### src/rtl/alu_share_arbiter_if.sv
// Requester, ALU and response bundle for the shared-ALU arbiter.
// The slave modport is the arbiter's view; the master modport is the surrounding fabric.
interface alu_share_arbiter_if #(
  parameter int W = 16
);
  logic         req0_valid;
  logic         req0_ready;
  logic [W-1:0] req0_ain;
  logic [W-1:0] req0_bin;
  logic [1:0]   req0_op;

  logic         req1_valid;
  logic         req1_ready;
  logic [W-1:0] req1_ain;
  logic [W-1:0] req1_bin;
  logic [1:0]   req1_op;

  logic [W-1:0] alu_ain;
  logic [W-1:0] alu_bin;
  logic [1:0]   alu_op;
  logic [W-1:0] alu_out;
  logic [2:0]   alu_z;

  logic         rsp_valid;
  logic         rsp_ready;
  logic         rsp_id;
  logic [W-1:0] rsp_out;
  logic [2:0]   rsp_z;

  modport slave (
    input  req0_valid, req0_ain, req0_bin, req0_op,
    output req0_ready,
    input  req1_valid, req1_ain, req1_bin, req1_op,
    output req1_ready,
    output alu_ain, alu_bin, alu_op,
    input  alu_out, alu_z,
    output rsp_valid, rsp_id, rsp_out, rsp_z,
    input  rsp_ready
  );

  modport master (
    output req0_valid, req0_ain, req0_bin, req0_op,
    input  req0_ready,
    output req1_valid, req1_ain, req1_bin, req1_op,
    input  req1_ready,
    input  alu_ain, alu_bin, alu_op,
    output alu_out, alu_z,
    input  rsp_valid, rsp_id, rsp_out, rsp_z,
    output rsp_ready
  );
endinterface

### src/rtl/alu_share_arbiter.sv
// Two-requester arbiter in front of one combinational 16-bit ALU: capture winner,
// execute for one cycle, then hold result/status until the consumer takes it.
module alu_share_arbiter #(
  parameter int W         = 16,
  parameter int PRIO_MODE = 0
) (
  input  logic                clk,
  input  logic                reset_n,
  alu_share_arbiter_if.slave  bus
);

  typedef enum logic [1:0] {
    IDLE = 2'd0,
    EXEC = 2'd1,
    RESP = 2'd2
  } state_t;

  state_t state;
  state_t state_nxt;

  logic gnt_vld;
  logic gnt_id;
  logic accept;
  logic last;

  logic ready0;
  logic ready1;
  logic rsp_vld;

  logic signed [W-1:0] ain_p0;
  logic signed [W-1:0] bin_p0;
  logic [1:0]          op_p0;
  logic                id_p0;

  logic signed [W-1:0] out_p1;
  logic [2:0]          z_p1;

  // Winner selection; "lst" is the requester served most recently.
  function automatic logic pick_id(input logic v0, input logic v1, input logic lst);
    if (PRIO_MODE != 0) return !v0;
    if (v0 && v1)       return !lst;
    return v1 && !v0;
  endfunction

  always_comb begin
    gnt_vld = bus.req0_valid | bus.req1_valid;
    gnt_id  = pick_id(bus.req0_valid, bus.req1_valid, last);
    accept  = (state == IDLE) && gnt_vld;
  end

  always_ff @(posedge clk or negedge reset_n) begin
    if (!reset_n) state <= IDLE;
    else          state <= state_nxt;
  end

  always_comb begin
    state_nxt = state;
    case (state)
      IDLE:    if (gnt_vld) state_nxt = EXEC;
      EXEC:    state_nxt = RESP;
      RESP:    if (bus.rsp_ready) state_nxt = IDLE;
      default: state_nxt = IDLE;
    endcase
  end

  always_comb begin
    ready0  = 1'b0;
    ready1  = 1'b0;
    rsp_vld = 1'b0;
    case (state)
      IDLE: begin
        ready0 = gnt_vld && !gnt_id;
        ready1 = gnt_vld &&  gnt_id;
      end
      RESP:    rsp_vld = 1'b1;
      default: ;
    endcase
  end

  // p0: operand capture at the granting edge
  always_ff @(posedge clk or negedge reset_n) begin
    if (!reset_n) begin
      ain_p0 <= '0;
      bin_p0 <= '0;
      op_p0  <= '0;
      id_p0  <= 1'b0;
      last   <= 1'b1;
    end else if (accept) begin
      ain_p0 <= gnt_id ? bus.req1_ain : bus.req0_ain;
      bin_p0 <= gnt_id ? bus.req1_bin : bus.req0_bin;
      op_p0  <= gnt_id ? bus.req1_op  : bus.req0_op;
      id_p0  <= gnt_id;
      last   <= gnt_id;
    end
  end

  // p1: ALU result and status latched at the end of the execute cycle
  always_ff @(posedge clk or negedge reset_n) begin
    if (!reset_n) begin
      out_p1 <= '0;
      z_p1   <= '0;
    end else if (state == EXEC) begin
      out_p1 <= bus.alu_out;
      z_p1   <= bus.alu_z;
    end
  end

  assign bus.alu_ain    = ain_p0;
  assign bus.alu_bin    = bin_p0;
  assign bus.alu_op     = op_p0;
  assign bus.req0_ready = ready0;
  assign bus.req1_ready = ready1;
  assign bus.rsp_valid  = rsp_vld;
  assign bus.rsp_id     = id_p0;
  assign bus.rsp_out    = out_p1;
  assign bus.rsp_z      = z_p1;

endmodule

### src/flat_wrapper.sv
// flat-port wrapper written by rule: the top's interface ports become plain ports
module alu_share_arbiter_flat 
#(
  parameter int W         = 16,
  parameter int PRIO_MODE = 0
)
  (clk, reset_n, bus_req0_valid, bus_req0_ain, bus_req0_bin, bus_req0_op, bus_req0_ready, bus_req1_valid, bus_req1_ain, bus_req1_bin, bus_req1_op, bus_req1_ready, bus_alu_ain, bus_alu_bin, bus_alu_op, bus_alu_out, bus_alu_z, bus_rsp_valid, bus_rsp_id, bus_rsp_out, bus_rsp_z, bus_rsp_ready);
  alu_share_arbiter_if #(.W(W)) bus_i ();
  input  logic clk;
  input  logic reset_n;
  input wire logic [$bits(bus_i.req0_valid)-1:0] bus_req0_valid;
  input wire logic [$bits(bus_i.req0_ain)-1:0] bus_req0_ain;
  input wire logic [$bits(bus_i.req0_bin)-1:0] bus_req0_bin;
  input wire logic [$bits(bus_i.req0_op)-1:0] bus_req0_op;
  output wire logic [$bits(bus_i.req0_ready)-1:0] bus_req0_ready;
  input wire logic [$bits(bus_i.req1_valid)-1:0] bus_req1_valid;
  input wire logic [$bits(bus_i.req1_ain)-1:0] bus_req1_ain;
  input wire logic [$bits(bus_i.req1_bin)-1:0] bus_req1_bin;
  input wire logic [$bits(bus_i.req1_op)-1:0] bus_req1_op;
  output wire logic [$bits(bus_i.req1_ready)-1:0] bus_req1_ready;
  output wire logic [$bits(bus_i.alu_ain)-1:0] bus_alu_ain;
  output wire logic [$bits(bus_i.alu_bin)-1:0] bus_alu_bin;
  output wire logic [$bits(bus_i.alu_op)-1:0] bus_alu_op;
  input wire logic [$bits(bus_i.alu_out)-1:0] bus_alu_out;
  input wire logic [$bits(bus_i.alu_z)-1:0] bus_alu_z;
  output wire logic [$bits(bus_i.rsp_valid)-1:0] bus_rsp_valid;
  output wire logic [$bits(bus_i.rsp_id)-1:0] bus_rsp_id;
  output wire logic [$bits(bus_i.rsp_out)-1:0] bus_rsp_out;
  output wire logic [$bits(bus_i.rsp_z)-1:0] bus_rsp_z;
  input wire logic [$bits(bus_i.rsp_ready)-1:0] bus_rsp_ready;
  assign bus_i.req0_valid = bus_req0_valid;
  assign bus_i.req0_ain = bus_req0_ain;
  assign bus_i.req0_bin = bus_req0_bin;
  assign bus_i.req0_op = bus_req0_op;
  assign bus_req0_ready = bus_i.req0_ready;
  assign bus_i.req1_valid = bus_req1_valid;
  assign bus_i.req1_ain = bus_req1_ain;
  assign bus_i.req1_bin = bus_req1_bin;
  assign bus_i.req1_op = bus_req1_op;
  assign bus_req1_ready = bus_i.req1_ready;
  assign bus_alu_ain = bus_i.alu_ain;
  assign bus_alu_bin = bus_i.alu_bin;
  assign bus_alu_op = bus_i.alu_op;
  assign bus_i.alu_out = bus_alu_out;
  assign bus_i.alu_z = bus_alu_z;
  assign bus_rsp_valid = bus_i.rsp_valid;
  assign bus_rsp_id = bus_i.rsp_id;
  assign bus_rsp_out = bus_i.rsp_out;
  assign bus_rsp_z = bus_i.rsp_z;
  assign bus_i.rsp_ready = bus_rsp_ready;
  alu_share_arbiter #(.W(W), .PRIO_MODE(PRIO_MODE)) u_core (.clk(clk), .reset_n(reset_n), .bus(bus_i));
endmodule
### config.mk
export PLATFORM = sky130hd
export DESIGN_NAME = alu_share_arbiter_flat
export DESIGN_NICKNAME = d
export VERILOG_FILES = /design/src/rtl/alu_share_arbiter_if.sv /design/src/rtl/alu_share_arbiter.sv /design/src/flat_wrapper.sv
export SDC_FILE = /design/constraint.sdc
export NUM_CORES = 1
export LEC_CHECK = 0
export ABC_AREA = 1
export CORE_UTILIZATION = 39
export DETAILED_ROUTE_END_ITERATION = 10
export PLACE_DENSITY = 0.8
export RECOVER_POWER = 100
export SLEW_MARGIN = 20
export SYNTH_ARGS = -nofsm -noshare
export SYNTH_HDL_FRONTEND = slang
export SYNTH_SLANG_ARGS = --single-unit
### constraint.sdc
create_clock -name clk -period 1.4 [get_ports clk]
set_input_delay 0.14 -clock clk [delete_from_list [all_inputs] [get_ports clk]]
set_output_delay 0.14 -clock clk [all_outputs]
set_load 0.005 [all_outputs]
==> results of run 1 <==
final timing paths:
kind	start	to	slack [ns]	cells after the start
min in group asynchronous	reset_n	u_core.bus.alu_bin[2]	0.55	3
worst min-delay path	bus_alu_out[9]	u_core.bus.rsp_out[9]	0.36	3
worst min register to register	u_core.bus.rsp_out[10]	u_core.bus.rsp_out[10]	0.47	2
worst max register to register	u_core.state[0]	u_core.state[1]	0.07	6
worst max-delay path	u_core.last	bus_req0_ready	0.03	3
max in group asynchronous	reset_n	u_core.bus.alu_ain[4]	0.34	3
metrics by stage:
stage          std cells  util, %  setup slack [ns]
2_1_floorplan        359        -             0.237
3_3_place_gp         595     63.4            -0.318
3_5_place_dp         595     63.4            -0.341
4_1_cts              618     67.8           0.00265
5_1_grt              618     67.7           -0.0421
6_report             618     67.7            0.0271
cell families (layout without fill, tap and decap cells):
| family | count (synthesis) | after routing | share of synthesized area [%] |
|---|---|---|---|
| simple gates | 272 | 272 | 41.1 |
| flops | 57 | 57 | 52.1 |
| buf+inv | 28 | 191 | 6.30 |
| compound gates | 2 | 2 | 0.502 |
synthesized netlist by cell type (all sizes together):
library cell,n,area (um^2)
a21oi,1,8.76
buf,20,140
nand3b,1,7.51
nor2,4,38.8
clkbuf,2,7.51
o21ai,1,5.00
dfstp,1,26.3
nand3,53,265
dfrtp,56,1400
nand2,214,813
inv,6,25.0
timing repair:
action,CTS,global route
pin swaps,3,0
cloned,1,0
hold endpoints to repair,56,0
buffers inserted,5,0
hold buffers,1,0
setup endpoints to repair,15,8
resized for setup,25,4
power by group:
part	switching (mW)	total (mW)	internal [mW]
clock	0.641	1.51	0.864
sequential	0.426	2.88	2.46
combinational	2.04	4.45	2.40
layout make-up:
cell class	count	share of cell area, %
clock buffer	11	3.07
clock inverter	5	1.20
inverter	6	0.544
multi-input combinational	274	25.2
sequential	57	31.0
tap	96	2.61
timing repair buffer	169	36.3
layer usage:
| metal | share of wire, % | vias up |
|---|---|---|
| li1 | - | 1428 |
| met1 | 42 | 1321 |
| met2 | 51 | 92 |
| met3 | 4.7 | 21 |
| met4 | 2.8 | 0 |
| met5 | 0 | - |
worst register-to-register path: stages (launching register included):
cell and delay (ns):
dfrtp_1 0.38, buf_4 0.15, buf_8 0.12, buf_4 0.13
nand2_1 0.07, buf_6 0.19, o21ai_0 0.16
state kept, by name, indices dropped and copies added, names as in the netlist:
signal,cells
u_core.bus.alu_ain,16
u_core.bus.alu_bin,16
u_core.bus.alu_op,2
u_core.bus.rsp_id,1
u_core.bus.rsp_out,16
u_core.bus.rsp_z,3
u_core.last,1
u_core.state,2
==> impl_results.md, run 1 <==
* Power Density at 1920 mW/mm^2
* RSZ-0062 raised after global routing: yes
* Fillers at 595
* Register area share after synthesis at 52.1%
* Relative slew slack at 48.5%
* Final TNS setup at 0 ns
* CP max stage delay at 0.56 ns
* WL/cell at 13.3 um
* Share of cells above drive strength 1 at 9.77%
* Clk pin slew, worst setup/hold paths at 0.07 ns
* Synth Register Bits at 57
* Met2 Usage GRT at 42.2%
* Max rail drop VDD at 997 uV
* Vias in the first global route at 2974
* Final hold slack at 0.363 ns
* Buffers & Inverters on Critical Path at 1
* Most frequent cells in the layout: nand2_1 (211), clkdlybuf4s50_1 (142), dfrtp_1 (56), nand3_1 (53), buf_4 (13)
* Lkg Pwr at 2.31 nW
* WS Path Type: reg2out
* DP Area at 0.00431 mm^2
* Maximum fanout along the worst path at 4
* Fin. Hold Viols at 0
* Post-Syn Instances at 359
* Layout net count at 609
* Syn_nets at 451
* Area of the multi-input gates at 0.00116 mm^2
* DIE AREA at 0.00736 mm^2
* Startpoint types: flop
* Number of setup violations in the final report at 0
* RD Place Congestion at 0.767
* Slew Limit Fails at 0
* Via count at 2862
* Initial antenna violation count at 0
* Met3 Track Usage GR at 4.62%
* Synth warn at 0
* Gr ovfl total at 0
* Core ar. at 0.00679 mm^2
* Transition time of the tightest slew-check pin at 0.773 ns
* Commonest non-fill, non-tap cell in the layout: nand2_1
* Total CTS buffers at 9
* Initial Util at 40.3%
* First-pass GRT wire length at 13400 um
* Tmin final at 1.37 ns
* Delay-heaviest family, CP: flip-flops
* Grt met1 use at 26.9%
* Avg Cell Area, Syn at 7.63 um^2
* Setup Skew at 0.00626 ns
* Die Span X at 85.8 um
* DRC viols at 0
* Clk sinks at 57
* Status: complete, no violations
* Netlist cell types at 18
* Post-DR vias/cell at 4.63
* Ports at 149
* Detailed placement HPWL at 5680 um
* Clock Path Buffers at 2
* Final wirelength at 8250 um
* CP Cell Sequence: nand2_4 > a21oi_2 > buf_2
* Initial DRT Pass Iterations at 4
* H-tree depth at 3
* Tcrit/Tclk final at 98.1%
* Max Clk Rate at 0.728 GHz
* Synth-to-Final Area Change at 68.0%
* Max_cap viols at 0
* Register area at 0.00143 mm^2
* CTS root buf: clkbuf_8
* Worst Path Arrival at 1.23 ns
* Die H at 85.8 um
* Largest net degree at the start of global routing at 58
* Ant. Diodes at 0
* Grt peak-use layer: met2
* Starting DRT DRC Count at 135
* Total power draw at 8.84 mW
* Total GRT Usage at 23.5%
* Port bufs at 148
* Critical Path Slowest Stage Cell: dfstp_2
* Final ANT Viol Nets at 0
* TritonCTS clock tree: yes
* Synthesized cell area at 0.00274 mm^2
* # rows at 30
* Clock Latency Late Sink at 0.33 ns
* Worst Path Required at 1.26 ns
* Post-Layout Inst Area at 0.00460 mm^2
* CP Capture Type: output pin
* Min-delay worst type: in2reg
(Power assumes the default switching activity.)
==> inputs of run 2 (changes only) <==
--- a/config.mk
+++ b/config.mk
@@ -6,9 +6,10 @@
 export NUM_CORES = 1
 export LEC_CHECK = 0
 export ABC_AREA = 1
-export CORE_UTILIZATION = 39
+export CAP_MARGIN = 15
+export CORE_UTILIZATION = 35
 export DETAILED_ROUTE_END_ITERATION = 10
-export PLACE_DENSITY = 0.8
+export PLACE_DENSITY = 0.76
 export RECOVER_POWER = 100
 export SLEW_MARGIN = 20
 export SYNTH_ARGS = -nofsm -noshare
==> constraint.sdc (replaced) <==
create_clock -name clk -period 1.1 [get_ports clk]
set_input_delay 0.11 -clock clk [delete_from_list [all_inputs] [get_ports clk]]
set_output_delay 0.11 -clock clk [all_outputs]
set_load 0.005 [all_outputs]
==> run 2 against run 1 <==
Compared with the run above:
- the flow now finishes with violations (negative setup slack)
- via count is 7.3% higher
- core utilization up 1.1 points
- die area up 11%
- design area increased by 11%
- clock skew is essentially flat
- wire length up 17%
- power rose by 39%
- critical path depth is 3 higher
- critical endpoint unchanged
- largest cell class unchanged
==> impl_results.md, run 2 (same netlist as run 1, synthesis figures left out) <==
* Status: finished with violations (was complete, no violations)
* Failing checks: negative setup slack
* Number of setup violations in the final report at 59 (was 0)
* Reg2reg end: u_core.bus.rsp_out[1] (was u_core.state[1])
* Fin. Hold Viols at 0 (unchanged)
* Worst Path Required at 0.99 ns (was 1.26 ns)
* Power Density at 2420 mW/mm^2 (was 1920 mW/mm^2)
* Total power draw at 12.3 mW (was 8.84 mW)
* Worst Path Arrival at 1.24 ns (was 1.23 ns)
* Clock Path Buffers at 2 (unchanged)
* Min-delay worst type: in2reg (unchanged)
* Initial antenna violation count at 0 (unchanged)
* Worst hold start: bus_alu_out[8] (was bus_alu_out[9])
* Initial DRT Pass Iterations at 4 (unchanged)
* TritonCTS clock tree: yes (unchanged)
* CP max stage delay at 0.38 ns (was 0.56 ns)
* WS Path Type: reg2out (unchanged)
* RD Place Congestion at 0.770 (was 0.767)
* Core ar. at 0.00741 mm^2 (was 0.00679 mm^2)
* Final wirelength at 9690 um (was 8250 um)
* Max Clk Rate at 0.743 GHz
* Setup Skew at 0.00669 ns (was 0.00626 ns)
* Via count at 3072 (was 2862)
* DRC viols at 0 (unchanged)
* Clk sinks at 57 (unchanged)
* Share of cells above drive strength 1 at 17.3% (was 9.77%)
* Ant. Diodes at 0 (unchanged)
* Tmin final at 1.35 ns
* Slew Limit Fails at 0 (unchanged)
* Delay-heaviest family, CP: flip-flops (unchanged)
* Synth-to-Final Area Change at 86.1% (was 68.0%)
* Max rail drop VDD at 962 uV (was 997 uV)
* Final hold slack at 0.344 ns (was 0.363 ns)
* Critical Path Slowest Stage Cell: dfrtp_1 (was dfstp_2)
* # rows at 31 (was 30)
* Clk pin slew, worst setup/hold paths at 0.06 ns (was 0.07 ns)
* Relative slew slack at 56.5% (was 48.5%)
* WHS Path Cells at 3 (unchanged)
* Transition time of the tightest slew-check pin at 0.652 ns (was 0.773 ns)
* Starting DRT DRC Count at 151 (was 135)
* Detailed placement HPWL at 5690 um (was 5680 um)
* DIE AREA at 0.00818 mm^2 (was 0.00736 mm^2)
* Total CTS buffers at 9 (unchanged)
* Vias in the first global route at 3043 (was 2974)
* Buffers & Inverters on Critical Path at 3 (was 1)
* Gr ovfl total at 0 (unchanged)
* Startpoint types: flop (unchanged)
* Die H at 90.5 um (was 85.8 um)
* Hold path endpoint: u_core.bus.rsp_out[8] (was u_core.bus.rsp_out[9])
* Lkg Pwr at 2.62 nW (was 2.31 nW)
* Max_cap viols at 0 (unchanged)
* Most frequent cells in the layout: nand2_1 (210), clkdlybuf4s50_1 (90), dfrtp_1 (56), clkdlybuf4s15_1 (52), nand3_1 (43) (was nand2_1 (211), clkdlybuf4s50_1 (142), dfrtp_1 (56), nand3_1 (53), buf_4 (13))
* Port bufs at 148 (unchanged)
* Maximum fanout along the worst path at 2 (was 4)
* First-pass GRT wire length at 15000 um (was 13400 um)
* CTS root buf: clkbuf_8 (unchanged)
* Worst reg-to-reg path cell count at 8 (was 6)
* Final ANT Viol Nets at 0 (unchanged)
* Die Span X at 90.5 um (was 85.8 um)
* Post-DR vias/cell at 4.70 (was 4.63)
* Largest net degree at the start of global routing at 37 (was 58)
* Worst setup margin at -0.245 ns (was 0.0271 ns)
* WL/cell at 14.8 um (was 13.3 um)
* RSZ-0062 raised after global routing: yes (unchanged)
* R2R Path Start: u_core.state[0] (unchanged)
* Total GRT Usage at 23.3% (was 23.5%)
* CP Capture Type: output pin (unchanged)
* Ports at 149 (unchanged)
* Clock Latency Late Sink at 0.33 ns (about the same)
* Layout net count at 643 (was 609)
* CP Cell Sequence: inv_2 > nand2_4 > nor2_8 > inv_4 > a21oi_2 > buf_2 (was nand2_4 > a21oi_2 > buf_2)
* Commonest non-fill, non-tap cell in the layout: nand2_1 (unchanged)
* Setup slack, reg-to-reg at -0.19 ns (was 0.07 ns)
* H-tree depth at 3 (unchanged)
* Tcrit/Tclk final at 122%
* Initial Util at 37.0% (was 40.3%)
-- run 2: cell types whose count changed in the layout (fill, tap and decap cells not counted), moves of 2 or more --
| cell | delta |
|---|---|
| clkbuf_16 | +3 |
| buf_12 | +5 |
| buf_6 | +3 |
| clkdlybuf4s15_1 | +52 |
| nand3_2 | +10 |
| nand3_1 | -10 |
| clkdlybuf4s50_1 | -52 |
| buf_16 | +3 |
| clkinv_2 | +2 |
| buf_4 | +18 |
-- run 2: layout make-up --
type / count / area, um^2
clock buffers: 9 / 124
clock inverters: 6 / 36.3
fillers: 583 / 2310
inverters: 6 / 25.0
multi-input cells: 274 / 1230
flip-flops and latches: 57 / 1430
well taps: 99 / 124
repair buffers: 203 / 2130
-- run 2: timing repair --
item / in CTS / in global routing
setup buffers: 14 / 17
resized for setup: 127 / 37
hold buffers: 1 / 0
pin swaps: 5 / 0
hold endpoints to repair: 56 / 0
setup endpoints to repair: 114 / 97
gates cloned: 6 / 3
-- run 2: stage by stage --
step	setup WS [ns]	std cells	setup TNS [ns]	utilization, %	area, um^2
floorplan	-0.00432	359	-0.00432	-	2750
global placement	-0.553	598	-19.50	58.3	4320
detailed placement	-0.556	598	-21.33	58.3	4320
CTS	-0.265	634	-6.78	65.4	4840
global route	-0.329	654	-11.42	68.8	5100
finish	-0.245	654	-7.66	68.8	5100
-- run 2: report_power, final --
part           internal [mW]  switching (mW)
Combinational           3.89            3.14
Sequential              3.13           0.544
Clock                  0.789           0.831
Total                   7.80            4.52
-- run 2: routing by layer --
| layer | vias to the layer above | GRT usage [%] | share of wire, % |
|---|---|---|---|
| met3 | 28 | 4.80 | 5.6 |
| li1 | 1510 | - | - |
| met5 | - | 0 | 0 |
| met2 | 118 | 40.4 | 49 |
| met1 | 1416 | 27.5 | 42 |
| met4 | 0 | 10.9 | 3.3 |
-- run 2: worst max-delay path by stage --
stage               startpoint                     to  cells past startpoint
2_1_floorplan      u_core.last  u_core.bus.alu_bin[7]                      6
3_3_place_gp    bus_req1_valid         bus_req0_ready                      6
3_5_place_dp    bus_req1_valid         bus_req1_ready                      5
4_1_cts        u_core.state[1]         bus_req0_ready                      6
5_1_grt        u_core.state[0]         bus_req0_ready                      6
6_report       u_core.state[1]         bus_req0_ready                      6
-- run 2: worst min-delay path: stages --
cell and delay, ns:
clkdlybuf4s50_1 0.40, nand3_1 0.08, nand2_1 0.05
==> inputs of run 3 (changes only) <==
--- a/config.mk
+++ b/config.mk
@@ -9,6 +9,7 @@
 export CAP_MARGIN = 15
 export CORE_UTILIZATION = 35
 export DETAILED_ROUTE_END_ITERATION = 10
+export GPL_TIMING_DRIVEN = 0
 export PLACE_DENSITY = 0.76
 export RECOVER_POWER = 100
 export SLEW_MARGIN = 20
==> run 3 against run 2 <==
Compared with the run above:
- the flow still finishes with violations (negative setup slack)
- design area grew 5.9%
- wire length shrank 2.0%
- core utilization increased by 4.0 points
- first-iteration DRC count down 5.3%
- hold slack worse by 0.12 ns
- combinational power is essentially flat
- sequential share of layout area decreased by 1.6 points
- register-to-register slack lost 0.12 ns
- non-clock buffer count is 8 higher
- clock-buffer cell count up 2
- critical path depth is 1 lower
- critical path type unchanged
- largest power group unchanged
- highest routed layer unchanged
==> impl_results.md, run 3 (same netlist as run 1, synthesis figures left out) <==
* First-pass GRT wire length at 14600 um (was 15000 um)
* Initial antenna violation count at 0 (unchanged)
* H-tree depth at 3 (unchanged)
* Share of cells above drive strength 1 at 26.1% (was 17.3%)
* Clock Latency Late Sink at 0.33 ns (about the same)
* Worst Path Required at 0.99 ns (about the same)
* Clock Path Buffers at 2 (unchanged)
* Reg2reg end: u_core.bus.alu_ain[7] (was u_core.bus.rsp_out[1])
* Maximum fanout along the worst path at 3 (was 2)
* RD Place Congestion at 0.762 (was 0.770)
* Clk sinks at 57 (unchanged)
* Slew Limit Fails at 0 (unchanged)
* Power Density at 2440 mW/mm^2 (was 2420 mW/mm^2)
* Startpoint types: flop (unchanged)
* Critical Path Slowest Stage Cell: dfstp_2 (was dfrtp_1)
* CP Capture Type: output pin (unchanged)
* Total CTS buffers at 9 (unchanged)
* CP Cell Sequence: nand2_8 > buf_12 > nand2_8 > nor2_1 > buf_2 (was inv_2 > nand2_4 > nor2_8 > inv_4 > a21oi_2 > buf_2)
* Number of setup violations in the final report at 53 (was 59)
* Setup slack, reg-to-reg at -0.31 ns (was -0.19 ns)
* Post-DR vias/cell at 4.68 (was 4.70)
* TritonCTS clock tree: yes (unchanged)
* Layout net count at 651 (was 643)
* Ant. Diodes at 0 (unchanged)
* Final hold slack at 0.227 ns (was 0.344 ns)
* Setup Skew at 0.00329 ns (was 0.00669 ns)
* Commonest non-fill, non-tap cell in the layout: nand2_1 (unchanged)
* Die Span X at 90.5 um (unchanged)
* Tcrit/Tclk final at 132% (was 122%)
* Worst reg-to-reg path cell count at 9 (was 8)
* Initial DRT Pass Iterations at 5 (was 4)
* Worst hold start: bus_req1_valid (was bus_alu_out[8])
* Max rail drop VDD at 1130 uV (was 962 uV)
* R2R Path Start: u_core.last (was u_core.state[0])
* Max_cap viols at 0 (unchanged)
* Hold path endpoint: u_core.last (was u_core.bus.rsp_out[8])
* Failing checks: negative setup slack (unchanged)
* Min-delay worst type: in2reg (unchanged)
* Post-Layout Inst Area at 0.00540 mm^2 (was 0.00510 mm^2)
* Setup WS pre-CTS at -0.807 ns (was -0.556 ns)
* Total GRT Usage at 22.4% (was 23.3%)
* Largest net degree at the start of global routing at 58 (was 37)
* Transition time of the tightest slew-check pin at 0.791 ns (was 0.652 ns)
* # rows at 31 (unchanged)
* Final TNS setup at -10.37 ns (was -7.66 ns)
* Fin. Hold Viols at 0 (unchanged)
* DP Area at 0.00435 mm^2 (was 0.00432 mm^2)
* Worst Path Arrival at 1.34 ns (was 1.24 ns)
* Die H at 90.5 um (unchanged)
* Ports at 149 (unchanged)
* DRC viols at 0 (unchanged)
* CTS root buf: clkbuf_8 (unchanged)
* Worst setup margin at -0.351 ns (was -0.245 ns)
* Final ANT Viol Nets at 0 (unchanged)
* WL/cell at 14.3 um (was 14.8 um)
* Max Clk Rate at 0.689 GHz (was 0.743 GHz)
* Vias in the first global route at 3054 (was 3043)
* Post-layout util at 72.8% (was 68.8%)
* Core ar. at 0.00741 mm^2 (unchanged)
* Lkg Pwr at 2.73 nW (was 2.62 nW)
* RSZ-0062 raised after global routing: yes (unchanged)
* Starting DRT DRC Count at 143 (was 151)
* Synth-to-Final Area Change at 97.0% (was 86.1%)
* Relative slew slack at 47.2% (was 56.5%)
* WHS Path Cells at 5 (was 3)
* Status: finished with violations (unchanged)
* Clk pin slew, worst setup/hold paths at 0.07 ns (was 0.06 ns)
* Via count at 3103 (was 3072)
* CP max stage delay at 0.58 ns (was 0.38 ns)
* Tmin final at 1.45 ns (was 1.35 ns)
* DIE AREA at 0.00818 mm^2 (unchanged)
* Delay-heaviest family, CP: flip-flops (unchanged)
* Port bufs at 147 (was 148)
* Final wirelength at 9490 um (was 9690 um)
* Detailed placement HPWL at 5910 um (was 5690 um)
* Fillers at 553 (was 583)
* Most frequent cells in the layout: nand2_1 (171), clkdlybuf4s50_1 (89), dfrtp_1 (56), clkdlybuf4s15_1 (50), nand3_1 (39) (was nand2_1 (210), clkdlybuf4s50_1 (90), dfrtp_1 (56), clkdlybuf4s15_1 (52), nand3_1 (43))
* CP most frequent cell: nand2_8
* Buffers & Inverters on Critical Path at 2 (was 3)
* Initial Util at 37.0% (unchanged)
* WS Path Type: reg2out (unchanged)
* Gr ovfl total at 0 (unchanged)
## run 3: cell type report
class	instances	area (um^2)	share of cell area, %
inverters	6	27.5	0.510
repair buffers	189	1920	35.7
well taps	99	124	2.30
flip-flops and latches	57	1430	26.5
clock inverters	5	103	1.90
plain buffers	22	251	4.66
multi-input cells	274	1400	25.9
clock buffers	11	141	2.62
## run 3: metrics by stage
step | cells | power [mW]
2_1_floorplan | 359 | 6.08
3_3_place_gp | 605 | 9.00
3_5_place_dp | 605 | 9.11
4_1_cts | 647 | 12.1
5_1_grt | 663 | 14.0
6_report | 663 | 13.2
## run 3: tightest hold or removal path: stages
cell	delay, ns
buf_4	0.18
nand2_8	0.09
nor2_1	0.04
inv_1	0.08
nand2_1	0.06
## run 3: power by group
group / switching [mW] / internal (mW) / total, mW
clock network: 0.864 / 1.56 / 2.43
registers: 0.551 / 3.13 / 3.68
logic: 3.14 / 3.92 / 7.06
## run 3: worst max-delay path by stage
| stage | slack (ns) | startpoint | endpoint | depth (start not counted) |
|---|---|---|---|---|
| final | -0.35 | u_core.last | bus_req1_ready | 5 |
| after global routing | -0.43 | u_core.state[0] | bus_req0_ready | 7 |
| after CTS | -0.37 | u_core.state[0] | bus_req0_ready | 7 |
| after detailed placement | -0.81 | bus_req0_valid | bus_req0_ready | 7 |
| after global placement | -1.84 | reset_n | u_core.bus.rsp_out[3] | 1 |
| after floorplan | -0.004 | u_core.last | u_core.bus.alu_bin[7] | 6 |
## run 3: metal layers
layer / up-vias / GRT usage (%) / part of all wire [%]
li1: 1526 / - / -
met1: 1472 / 27.5 / 42
met2: 92 / 39.6 / 52
met3: 13 / 4.04 / 4.3
met4: 0 / 7.39 / 1.5
met5: - / 0 / 0
## run 3: repair_timing
action                     CTS  global route
pin swaps                    9            22
hold buffers                 1             0
buffers inserted            19            15
gates cloned                 6             3
setup endpoints to repair  105            95
hold endpoints to repair    56             0
resized for setup          152            90
